--- src/rtl/startfill_sprite_drawer.sv ---
// Sprite pixel stage around the "start" fill-shape ROM: box addressing, a two-clock colour
// pipeline, and a per-frame fill/drain animation driven by the hold input.
module startfill_sprite_drawer #(
  parameter int unsigned X0          = 28,
  parameter int unsigned Y0          = 150,
  parameter int unsigned WIDTH       = 584,
  parameter int unsigned HEIGHT      = 167,
  parameter int unsigned FILL_STEP   = 8,
  parameter int unsigned DRAIN_STEP  = 16,
  parameter logic [11:0] FILL_COLOR  = 12'h0F0,
  parameter logic [11:0] EMPTY_COLOR = 12'h444
) (
  input  logic        clk,
  input  logic        rst_n,
  input  logic [9:0]  hcount,
  input  logic [9:0]  vcount,
  input  logic        video_on,
  input  logic        frame_tick,
  input  logic        hold,
  input  logic [11:0] bg_rgb,
  output logic [7:0]  rom_row,
  output logic [9:0]  rom_col,
  input  logic [11:0] rom_color,
  output logic [11:0] rgb_out,
  output logic [9:0]  fill_level,
  output logic        fill_done
);

  typedef enum logic [1:0] {IDLE, FILLING, FULL, DRAINING} state_e;

  localparam logic [9:0] X_LO  = 10'(X0);
  localparam logic [9:0] X_HI  = 10'(X0 + WIDTH);
  localparam logic [9:0] Y_LO  = 10'(Y0);
  localparam logic [9:0] Y_HI  = 10'(Y0 + HEIGHT);
  localparam logic [9:0] W_MAX = 10'(WIDTH);
  localparam logic [9:0] F_ST  = 10'(FILL_STEP);
  localparam logic [9:0] D_ST  = 10'(DRAIN_STEP);

  logic        in_box;
  logic        in_box_q, video_on_q;
  logic [9:0]  col_q;
  logic [11:0] bg_q;
  logic [11:0] rgb_q, rgb_d;
  state_e      state_q, state_d;
  logic [9:0]  fill_q, fill_d;
  logic        done_q, done_d;
  logic [10:0] fill_sum;
  logic [9:0]  fill_inc, fill_dec;

  assign in_box = (hcount >= X_LO) && (hcount < X_HI) && (vcount >= Y_LO) && (vcount < Y_HI);

  always_comb begin
    rom_row = '0;
    rom_col = '0;
    if (in_box) begin
      rom_col = hcount - X_LO;
      rom_row = 8'(vcount - Y_LO);
    end
  end

  // Stage 1 lines up with the ROM's registered output; stage 2 picks the final colour.
  always_comb begin
    rgb_d = bg_q;
    if (!video_on_q)
      rgb_d = '0;
    else if (in_box_q && rom_color == 12'hFFF)
      rgb_d = (col_q < fill_q) ? FILL_COLOR : EMPTY_COLOR;
  end

  always_ff @(posedge clk or negedge rst_n) begin
    if (!rst_n) begin
      in_box_q   <= 1'b0;
      video_on_q <= 1'b0;
      col_q      <= '0;
      bg_q       <= '0;
      rgb_q      <= '0;
    end else begin
      in_box_q   <= in_box;
      video_on_q <= video_on;
      col_q      <= rom_col;
      bg_q       <= bg_rgb;
      rgb_q      <= rgb_d;
    end
  end

  assign fill_sum = {1'b0, fill_q} + {1'b0, F_ST};
  assign fill_inc = (fill_sum >= {1'b0, W_MAX}) ? W_MAX : fill_sum[9:0];
  assign fill_dec = (fill_q <= D_ST) ? '0 : fill_q - D_ST;

  always_comb begin
    state_d = state_q;
    fill_d  = fill_q;
    done_d  = 1'b0;
    if (frame_tick) begin
      case (state_q)
        IDLE: begin
          if (hold) begin
            state_d = FILLING;
            fill_d  = fill_inc;
          end
        end
        FILLING: begin
          if (hold) begin
            fill_d = fill_inc;
            if (fill_inc == W_MAX) begin
              state_d = FULL;
              done_d  = 1'b1;
            end
          end else begin
            fill_d  = fill_dec;
            state_d = (fill_dec == '0) ? IDLE : DRAINING;
          end
        end
        FULL: begin
          if (!hold) begin
            fill_d  = fill_dec;
            state_d = (fill_dec == '0) ? IDLE : DRAINING;
          end
        end
        DRAINING: begin
          if (hold) begin
            state_d = FILLING;
            fill_d  = fill_inc;
          end else begin
            fill_d  = fill_dec;
            state_d = (fill_dec == '0) ? IDLE : DRAINING;
          end
        end
        default: state_d = IDLE;
      endcase
    end
  end

  always_ff @(posedge clk or negedge rst_n) begin
    if (!rst_n) begin
      state_q <= IDLE;
      fill_q  <= '0;
      done_q  <= 1'b0;
    end else begin
      state_q <= state_d;
      fill_q  <= fill_d;
      done_q  <= done_d;
    end
  end

  assign rgb_out    = rgb_q;
  assign fill_level = fill_q;
  assign fill_done  = done_q;

endmodule

--- config.mk ---
export PLATFORM = sky130hd
export DESIGN_NAME = startfill_sprite_drawer
export DESIGN_NICKNAME = d
export VERILOG_FILES = /design/src/rtl/startfill_sprite_drawer.sv
export SDC_FILE = /design/constraint.sdc
export NUM_CORES = 1
export LEC_CHECK = 0
export ABC_AREA = 1
export BUFFER_PORTS_ARGS = -buffer_cell sky130_fd_sc_hd__buf_2
export CORE_MARGIN = 2
export CORE_UTILIZATION = 45
export DETAILED_ROUTE_END_ITERATION = 6
export GPL_TIMING_DRIVEN = 0
export PLACE_DENSITY_LB_ADDON = 0.25
export SLEW_MARGIN = 5
export SYNTH_ARGS = -nofsm -noshare
export SYNTH_HDL_FRONTEND = slang
export SYNTH_SLANG_ARGS = --single-unit
--- constraint.sdc ---
create_clock -name clk -period 1.6 [get_ports clk]
set_input_delay 0.16 -clock clk [delete_from_list [all_inputs] [get_ports clk]]
set_output_delay 0.16 -clock clk [all_outputs]
set_load 0.02 [all_outputs]
==> impl_results.md <==
* Post-Syn Nets at 404
* Routed wire per std cell at 13.6 um
* Total half-perimeter wirelength after legalization and detailed placement at 4610 um
* P_sw at 2.47 mW
* Synth Flop Type: sky130_fd_sc_hd__dfrtp_1
* Filler cells at 436
* Total power of the final layout at 5.47 mW
* Layout cell share with drive strength beyond 1 at 44.0%
* Largest net degree at the start of global routing at 50
* Top-area cell type share of the netlist area at 44.5%
* Critical path peak fanout at 6
* Part of the power in registers at 29.8%
* Antenna violations before repair at 0
* Level count of the clock H-tree at 2
* Sequential cell area fraction in the yosys report at 44.5%
* Simple-Gate Fraction of Synth Area at 29.3%
* Number of enable-type register cells in the synthesized netlist at 0
* Number of warnings printed during yosys synthesis at 0
* DRC violations left at 0
* First-pass GRT wire length at 10400 um
* Floorplan die height at 82.3 um
* Total of buffers placed on input and output ports at 89
* Final worst path period need at 1.71 ns
* Number of detailed-route iterations in the first pass at 4
* Clock latency of the later-clocked register in the worst-skew pair at 0.31 ns
* Static leakage power at 2.12 nW
* Number of top-level pins at 90
* Top cell types by occurrence after synthesis: 77 x sky130_fd_sc_hd__nand2_1, 53 x sky130_fd_sc_hd__nor2_1, 49 x sky130_fd_sc_hd__dfrtp_1, 39 x sky130_fd_sc_hd__inv_1, 23 x sky130_fd_sc_hd__nand3_1
* Mux cell area share after synthesis at 0%
* Vias/cell at 4.91
* Clock transition at the register clock pins on the worst setup and hold paths after CTS at 0.11 ns
* Worst hold margin at 0.0221 ns
* Synthesized instance count at 339
* Number of max-slew violations in the final report at 0
* Startpoint type of the worst setup path: primary input
* Number of vias in the routed layout at 2677
* Placement Rows at 28
* Final core occ at 71.3%
* Largest area contributor in the synthesized netlist: sky130_fd_sc_hd__dfrtp_1
* N_diodes at 0
* Mean cell area of the mapped netlist at 8.13 sq um
* Area of the core region at 5920 sq um
* Slew at the pin with the worst max-slew slack at 1.06 ns
* Final setup violating endpoints at 30
* Detailed router's first-iteration violation count at 122
* Num CTS Buffers at 5
* Net switching share of the total power at 45.2%
* Horizontal die dimension at 82.3 um
* Gr ovfl total at 0
* Flip-flop and latch count after synthesis at 49
* Total routing usage reported by global routing at 19.9%
* Combinational share of power at 55.4%
* Die Footprint at 6770 sq um
* Share of the synthesized area in compound gates (AO/OA/AOI/OAI) at 8.53%
* Setup clock skew after layout at 0.0130 ns
* Int Pwr at 3.00 mW
* Data arrival time of the worst path at 1.55 ns
* Cell area after technology mapping at 2760 sq um
* FFs w/ async S/R, synth at 100%
* Most instantiated library cell after synthesis: sky130_fd_sc_hd__nand2_1
* Routed Antenna Nets at 0
* Peak ir drop on the vdd network at 0.858 mV
* Top area cells in the synthesized netlist: sky130_fd_sc_hd__dfrtp_1 44%, sky130_fd_sc_hd__nand2_1 10%, sky130_fd_sc_hd__ha_1 7.3%, sky130_fd_sc_hd__nor2_1 7.2%, sky130_fd_sc_hd__inv_1 5.3%
* Power density cells at 1290 nW/um^2
* Worst-case clock buffer depth at 2
* Final-stage net count at 534
* Maximum frequency from static timing analysis at 585 MHz
* Final clock period utilization by the worst path at 107%
* Number of global-route vias before repair at 2417
* Final count of hold timing violations at 0
* # clock sinks at 49
* Largest family of logic cells by synthesized area: simple AND/OR/NAND/NOR gates
* Post-detailed-routing wire length at 7440 um
* Clock power frac at 14.8%
* Number of distinct library cells after synthesis at 35
* Worst hold-check path type: primary input to asynchronous set/reset pin
* Count of max-cap constraint violations at 0
* Final weighted congestion of routability-driven global placement at 0.865
* Final WS setup at -0.111 ns
* CTS tree: yes
* Endpoint class of the critical path: output port
* Critical setup path kind: primary input to output port
* Outcome: finished, violations left
* Setup TNS at -1.73 ns
* Worst Path Required at 1.44 ns
* Xor-xnor portion of the synthesized cell area at 3.81%
* Clock tree root driver cell: sky130_fd_sc_hd__clkbuf_8
* Unrepaired setup endpoints after global routing: true
* Signed area change from the synthesized netlist to the final layout at 53.1%
* Synthesized-area fraction occupied by adder cells at 7.26%
* Max-slew headroom at 29.1%
* Violations in the final reports: setup timing
* Starting utilization of the core area at 46.6%
sequential cells by signal (all words and copies together), names as in the netlist:
signal	cells
state_q	2
fill_done	1
col_q	10
bg_q	12
video_on_q	1
rgb_out	12
fill_level	10
in_box_q	1
power groups by stage:
| stage | combinational [mW] | sequential [mW] | clock, mW |
|---|---|---|---|
| floorplan | 1.40 | 1.69 | 0 |
| global placement | 2.02 | 1.60 | 0 |
| detailed placement | 2.07 | 1.60 | 0 |
| CTS | 2.32 | 1.59 | 0.815 |
| global route | 3.34 | 1.65 | 0.868 |
| finish | 3.03 | 1.63 | 0.807 |
through the flow:
stage | cells | setup WS, ns | cell area [sq um]
final | 545 | -0.111 | 4220
after global routing | 545 | -0.254 | 4220
after CTS | 531 | -0.0743 | 3670
after detailed placement | 503 | -0.209 | 3310
after global placement | 503 | -0.208 | 3310
after floorplan | 339 | 0.0269 | 2770
final timing paths:
check	start	end	slack, ns	cells after the start
setup / recovery	hcount[3]	rom_col[2]	-0.11	11
hold / removal	rst_n	fill_level[9]	0.02	1
setup reg to reg	fill_level[4]	fill_level[0]	-0.10	8
hold reg to reg	bg_q[11]	rgb_out[11]	0.49	2
max in group asynchronous	rst_n	fill_level[8]	0.83	1
min in group clk	hcount[1]	col_q[1]	0.09	3
final cells by class:
| cell class | instances | area, sq um | area share (%) |
|---|---|---|---|
| buffer | 1 | 20.0 | 0.474 |
| tap | 75 | 93.8 | 2.22 |
| sequential | 49 | 1230 | 29.2 |
| clock buffer | 5 | 68.8 | 1.63 |
| multi-input combinational | 244 | 1690 | 40.0 |
| clock inverter | 3 | 28.8 | 0.681 |
| inverter | 44 | 180 | 4.27 |
| timing repair buffer | 124 | 907 | 21.5 |
layout by cell type (no fill, tap or decap), drive strengths merged:
| cell type | instances |
|---|---|
| xnor2 | 2 |
| nor3 | 2 |
| nor3b | 1 |
| buf | 110 |
| o21a | 1 |
| xor2 | 10 |
| a31o | 1 |
| dfrtp | 49 |
| nor2 | 64 |
| nand2 | 83 |
| inv | 46 |
| a31oi | 1 |
| o21bai | 1 |
| clkbuf | 6 |
| a21boi | 2 |
| or2 | 1 |
| nand3 | 23 |
| dlygate4sd3 | 14 |
| a22oi | 1 |
| nand4 | 5 |
| o211ai | 1 |
| ha | 16 |
| a21oi | 13 |
| o22ai | 1 |
| o21ai | 13 |
| clkinv | 1 |
| nand3b | 1 |
| o221ai | 1 |
worst max-delay path: stages:
cell,delay [ns]
sky130_fd_sc_hd__buf_8,0.10
sky130_fd_sc_hd__inv_4,0.05
sky130_fd_sc_hd__ha_4,0.12
sky130_fd_sc_hd__inv_2,0.03
sky130_fd_sc_hd__o211ai_1,0.16
sky130_fd_sc_hd__nand2_1,0.09
sky130_fd_sc_hd__a21oi_2,0.19
sky130_fd_sc_hd__nand4_4,0.18
sky130_fd_sc_hd__clkbuf_16,0.22
sky130_fd_sc_hd__nor2_4,0.12
sky130_fd_sc_hd__buf_6,0.13
per-layer routing:
metal	GRT usage, %	wire length [um]	part of all wire [%]	up-vias
met3	3.91	360	4.8	19
met2	34.6	3960	53	90
met4	7.50	159	2.1	0
li1	-	-	-	1339
met1	24.4	2950	40	1229
met5	0	0	0	-
kinds of logic after synthesis:
logic type,count (synthesis)
and+or+nand+nor,180
DFF,49
buffers and inverters,46
AOI/OAI and AO/OA,36
adders and majority gates,16
xor gates and xnor gates,12
what timing repair did:
action | 4_1_cts | 5_1_grt
setup buffers | 8 | 12
endpoints found under the setup margin | 30 | 36
hold endpoints to repair | 13 | 1
pin swaps | 4 | 17
hold buffers | 13 | 1
gates cloned | 0 | 1
resized for setup | 36 | 98
Power figures use the tool's default switching activity.
